===== src/rtl/bcd_timer_pkg.sv =====
// Shared constants and helpers for the two-digit BCD timer controller.
package bcd_timer_pkg;

  // FSM state encoding (visible on the state output)
  localparam logic [1:0] ST_IDLE  = 2'b00;
  localparam logic [1:0] ST_RUN   = 2'b01;
  localparam logic [1:0] ST_PAUSE = 2'b10;
  localparam logic [1:0] ST_DONE  = 2'b11;

  // BCD digit limits
  localparam logic [3:0] BCD_MIN = 4'd0;
  localparam logic [3:0] BCD_MAX = 4'd9;

  // Clamp a nibble into the legal BCD range.
  function automatic logic [3:0] bcd_sat_nib(input logic [3:0] n);
    return (n > BCD_MAX) ? BCD_MAX : n;
  endfunction

  // Value the two-digit count takes after one step in the given direction.
  function automatic logic [7:0] bcd_step(input logic [7:0] v, input logic dn);
    logic [3:0] ones;
    logic [3:0] tens;
    ones = v[3:0];
    tens = v[7:4];
    if (dn) begin
      if (ones == BCD_MIN) begin
        ones = BCD_MAX;
        tens = (tens == BCD_MIN) ? BCD_MAX : tens - 4'd1;
      end else begin
        ones = ones - 4'd1;
      end
    end else begin
      if (ones == BCD_MAX) begin
        ones = BCD_MIN;
        tens = (tens == BCD_MAX) ? BCD_MIN : tens + 4'd1;
      end else begin
        ones = ones + 4'd1;
      end
    end
    return {tens, ones};
  endfunction

endpackage


===== src/rtl/bcd_digit.sv =====
// Single BCD decade: synchronous load, enabled up/down step, roll-over flag.
module bcd_digit
  import bcd_timer_pkg::*;
(
  input  logic       clk_i,
  input  logic       rst_i,
  input  logic       ld_i,
  input  logic [3:0] ld_val_i,
  input  logic       en_i,
  input  logic       dn_i,
  output logic [3:0] q_o,
  output logic       co_o
);

  logic [3:0] q_q;
  logic [3:0] q_d;

  // Next digit value: load wins over step, otherwise hold.
  always_comb begin
    q_d = q_q;
    if (ld_i) begin
      q_d = ld_val_i;
    end else if (en_i) begin
      if (dn_i) q_d = (q_q == BCD_MIN) ? BCD_MAX : q_q - 4'd1;
      else      q_d = (q_q == BCD_MAX) ? BCD_MIN : q_q + 4'd1;
    end
  end

  // Digit register.
  always_ff @(posedge clk_i or posedge rst_i) begin
    if (rst_i) q_q <= BCD_MIN;
    else       q_q <= q_d;
  end

  // Carry (up) / borrow (down): the next step in this direction rolls over.
  assign co_o = dn_i ? (q_q == BCD_MIN) : (q_q == BCD_MAX);
  assign q_o  = q_q;

endmodule


===== src/rtl/bcd_timer_ctrl.sv =====
// Two-digit BCD up/down timer with IDLE/RUN/PAUSE/DONE command FSM.
module bcd_timer_ctrl
  import bcd_timer_pkg::*;
#(
  parameter logic [7:0] TERM_UP = 8'h99
)(
  input  logic       clk,
  input  logic       reset,
  input  logic       tick,
  input  logic       start,
  input  logic       stop,
  input  logic       clear,
  input  logic       load,
  input  logic [7:0] preset,
  input  logic       down,
  output logic [7:0] count,
  output logic [1:0] state,
  output logic       done,
  output logic       running
);

  logic [1:0] state_q, state_d;
  logic       done_q, done_d;
  logic       run_q, run_d;
  logic       dir_q, dir_d;

  logic       cnt_ld;
  logic [7:0] cnt_ld_val;
  logic       cnt_step;
  logic [7:0] cnt;
  logic       ones_co, tens_co;
  logic [7:0] san_val;
  logic [7:0] term_run;
  logic [7:0] term_start;

  assign term_run   = dir_q ? 8'h00 : TERM_UP;
  assign term_start = down  ? 8'h00 : TERM_UP;

  // Preset sanitizing: clamp each nibble to 9, then the whole value to TERM_UP.
  always_comb begin
    san_val = {bcd_sat_nib(preset[7:4]), bcd_sat_nib(preset[3:0])};
    if (san_val > TERM_UP) san_val = TERM_UP;
  end

  // Command decode in priority order clear > load > stop > start > tick.
  // A load ignored in RUN does not mask the lower-priority commands.
  always_comb begin
    state_d    = state_q;
    dir_d      = dir_q;
    done_d     = 1'b0;
    cnt_ld     = 1'b0;
    cnt_ld_val = '0;
    cnt_step   = 1'b0;
    if (clear) begin
      cnt_ld  = 1'b1;
      state_d = ST_IDLE;
      dir_d   = 1'b0;
    end else if (load && state_q != ST_RUN) begin
      cnt_ld     = 1'b1;
      cnt_ld_val = san_val;
      state_d    = ST_IDLE;
    end else if (stop && state_q == ST_RUN) begin
      state_d = ST_PAUSE;
    end else if (start && (state_q == ST_IDLE || state_q == ST_PAUSE)) begin
      dir_d = down;
      if (cnt == term_start) begin
        state_d = ST_DONE;
        done_d  = 1'b1;
      end else begin
        state_d = ST_RUN;
      end
    end else if (tick && state_q == ST_RUN) begin
      // Never roll past 99/00; the terminal check normally stops us first.
      cnt_step = !(ones_co && tens_co);
      if (bcd_step(cnt, dir_q) == term_run) begin
        state_d = ST_DONE;
        done_d  = 1'b1;
      end
    end
    run_d = (state_d == ST_RUN);
  end

  // Control registers.
  always_ff @(posedge clk or posedge reset) begin
    if (reset) begin
      state_q <= ST_IDLE;
      done_q  <= 1'b0;
      run_q   <= 1'b0;
      dir_q   <= 1'b0;
    end else begin
      state_q <= state_d;
      done_q  <= done_d;
      run_q   <= run_d;
      dir_q   <= dir_d;
    end
  end

  bcd_digit u_ones (
    .clk_i    (clk),
    .rst_i    (reset),
    .ld_i     (cnt_ld),
    .ld_val_i (cnt_ld_val[3:0]),
    .en_i     (cnt_step),
    .dn_i     (dir_q),
    .q_o      (cnt[3:0]),
    .co_o     (ones_co)
  );

  bcd_digit u_tens (
    .clk_i    (clk),
    .rst_i    (reset),
    .ld_i     (cnt_ld),
    .ld_val_i (cnt_ld_val[7:4]),
    .en_i     (cnt_step && ones_co),
    .dn_i     (dir_q),
    .q_o      (cnt[7:4]),
    .co_o     (tens_co)
  );

  assign count   = cnt;
  assign state   = state_q;
  assign done    = done_q;
  assign running = run_q;

endmodule


===== config.mk =====
export PLATFORM = sky130hd
export DESIGN_NAME = bcd_timer_ctrl
export DESIGN_NICKNAME = d
export VERILOG_FILES = /design/src/rtl/bcd_timer_pkg.sv /design/src/rtl/bcd_digit.sv /design/src/rtl/bcd_timer_ctrl.sv
export SDC_FILE = /design/constraint.sdc
export NUM_CORES = 1
export LEC_CHECK = 0
export BUFFER_PORTS_ARGS = -buffer_cell sky130_fd_sc_hd__buf_4
export CAP_MARGIN = 20
export CORE_MARGIN = 2
export CORE_UTILIZATION = 25
export CTS_BUF_LIST = sky130_fd_sc_hd__clkbuf_16
export DETAILED_ROUTE_END_ITERATION = 12
export PLACE_DENSITY = 0.43
export SYNTH_ARGS = -nofsm -noshare
export SYNTH_HDL_FRONTEND = slang
export SYNTH_SLANG_ARGS = --single-unit

===== constraint.sdc =====
create_clock -name clk -period 1.85 [get_ports clk]
set_input_delay 0.37 -clock clk [delete_from_list [all_inputs] [get_ports clk]]
set_output_delay 0.37 -clock clk [all_outputs]
set_load 0.02 [all_outputs]

==> impl_metrics.csv <==
group,metric,value,unit
die,fp-row-count,24,
worst_setup_path,cp.arrival,1.92,ns
final_layout,most-common-layout-cells,"41 x buf_4, 10 x dfrtp_1, 9 x nor2_1, 9 x nand2_1",
die,io_pins,28,
sta,max_slew.worst_pin.slew,0.539,ns
placed_design,place.port_buffers,27,
clocking,clockBufferDepth,2,
clocking,path_clk_slew,0.05,ns
sta,finalWorstSetupSlack,0.0561,ns
job,maxCapViolCount,0,
routing,drtAntennaViolNets,0,
worst_setup_path,timing.rr.start,"u_ones.q_o[0]",
final_layout,drive_above_1_share,0.343,
global_route,grt_util_met2,0.207,
clocking,insertion_delay,0.24,ns
routing,drtIter0Drc,65,
routing,wire_per_inst,14.3,um
yosys,syn_inst,138,
worst_setup_path,crit_start,"u_ones.q_o[0]",
final_layout,final_nets,192,
yosys,syn_area,0.00116,mm2
worst_setup_path,path_max_fanout,4,
final_layout,fin_cells,227,
global_route,grt.overflow.total,0,
placed_design,gp_congestion,0.770,
yosys,synth.distinct_cells,48,
power_and_ir_drop,leakagePower,0.716,nW
global_route,grt_pass1_vias,1077,
yosys,synth_edf_count,0,
worst_setup_path,required,1.97,ns
yosys,avgSynthCellArea,8.38,um2
yosys,syn_nets,154,
sta,period_minus_slack,1.79,ns
clocking,clock-sinks,13,
yosys,synth_warnings,0,
clocking,tritoncts,"built",
die,die_h,72.0,um
routing,drt-total-wl,3.25,mm
sta,setup_viol,0,
outcome,status,"finished clean",
placed_design,dp.final_hpwl,2.51,mm
sta,hold_violations,0,
power_and_ir_drop,ir_worst_vdd,0.305,mV
global_route,grt.met3_usage,0.0333,
die,initial_core_util,0.262,
global_route,antenna_found_initial,0,
placed_design,placed_cells,221,
sta,rsz0062_at_grt,"true",
routing,dr.pass1.iters,4,
final_layout,n_antenna_cell,0,
routing,vias,1193,
final_layout,synthToLayoutAreaGrowth,40.7,%
yosys,synth-async-reset-ratio,1.00,
worst_setup_path,path_class,"reg2reg",
global_route,gr-usage-met1,0.190,
clocking,cts_buffers,3,
global_route,grt.total_usage,0.134,
die,dieArea,0.00518,mm2
placed_design,post-place-ws,0.0558,ns
die,dieWidth,72.0,um
final_layout,layout_commonest_cell,"buf_4",
sta,clock.fmax,0.557,GHz
routing,route.detailed.drc,0,
global_route,grt_pass1_wl,5.38,mm
sta,finClkSkew,0.00270,ns
clocking,htree_levels,1,
sta,period_share,0.970,
power_and_ir_drop,power_density,750,mW/mm2
yosys,yosysSeqAreaShare,0.281,
global_route,grt_max_degree,17,
routing,viasPerCell,5.26,
sta,max_slew_margin,0.640,
clocking,root_buffer,"clkbuf_16",
die,core,0.00441,mm2
yosys,synth-main-ff-cell,"dfrtp_1",
sta,slew_violations,0,
worst_setup_path,start_kind,"flop",
global_route,busiest_layer,"met2",
worst_setup_path,cp-end-kind,"flop",
yosys,ys_seq_elements,13,
clocking,ctsHoldBuffers,0,
hold_path,hp-class,"in2async",
per-stage QoR:
stage	setup TNS [ns]	total power [W]	util	hold slack, ns	cell area (um2)
5_1_grt	-0.105	0.00130	0.368	0.229	1630
6_report	0	0.00122	0.368	0.174	1630
4_1_cts	0	0.00122	0.361	0.199	1600
2_1_floorplan	-0.00273	0.000641	-	0.247	1190
3_5_place_dp	0	0.000811	0.344	0.463	1520
3_3_place_gp	0	0.000809	0.344	0.448	1520
where the power goes:
part           total (W)  switching, W  internal [W]
Sequential      0.000360     0.0000456      0.000314
Clock           0.000409      0.000124      0.000285
Combinational   0.000451      0.000234      0.000218
synth_stat cells, drive strengths merged, types with 2 or more instances:
cell type,n,area [um2]
a21o,2,15.0
a41oi,2,17.5
clkbuf,7,26.3
mux2i,3,30.0
xnor2,2,17.5
nand2,9,33.8
a22oi,3,22.5
o211ai,2,15.0
or3b,2,17.5
nand2b,8,50.1
a22o,4,35.0
nor4bb,2,20.0
o22ai,4,25.0
nor3,3,15.0
nor2b,4,25.0
mux2,4,56.3
nand3b,3,22.5
inv,7,26.3
nor2,10,40.0
o21a,3,22.5
nor4,2,12.5
a21oi,8,40.0
and3,2,12.5
o21ai,5,28.8
buf,3,12.5
dfrtp,13,325
a31oi,4,25.0
a211oi,3,27.5
final cells by class:
cell class | count | area, um2
Clock inverter | 1 | 3.75
Inverter | 7 | 26.3
Fill cell | 445 | 2790
Multi-Input combinational cell | 108 | 797
Clock buffer | 3 | 75.1
Timing Repair Buffer | 43 | 330
Tap cell | 52 | 65.1
Sequential cell | 13 | 329
per-layer routing:
layer	part of all wire	up-vias
met3	0.053	2
met1	0.48	560
met5	0	-
li1	-	600
met4	0.0052	0
met2	0.46	31
cells by family after synthesis:
group	after synthesis	share of synthesized area
AO/OA/AOI/OAI	47	0.306
XOR/XNOR	3	0.0227
buffers and inverters	17	0.0563
flip-flops	13	0.281
multiplexers	7	0.0747
AND/OR/NAND/NOR	51	0.259
final timing paths:
kind	endpoint	slack (ns)	cells after the start
max in group asynchronous	u_tens.q_o[3]	1.29	2
setup / recovery	u_tens.q_o[0]	0.06	5
hold / removal	state[1]	0.17	2
setup reg to reg	u_tens.q_o[0]	0.06	5
hold reg to reg	state[1]	0.65	2
min in group clk	dir_q	0.30	2
what timing repair did:
action,in CTS,in global routing
endpoints found under the hold margin,0,0
setup endpoints to repair,0,4
gates resized for setup,0,5
setup buffers,0,2
critical path, cell delays in order, from the launching register on:
cell and delay, ns:
dfrtp_2 0.39, or3b_4 0.39, a21o_1 0.20, a2111oi_4 0.28
nor2_4 0.11, mux2_4 0.31
sequential cells by signal (all words and copies together), names as in the netlist:
signal      count
u_tens.q_o      4
dir_q           1
u_ones.q_o      4
running         1
done            1
state           2
Power figures use the tool's default switching activity.
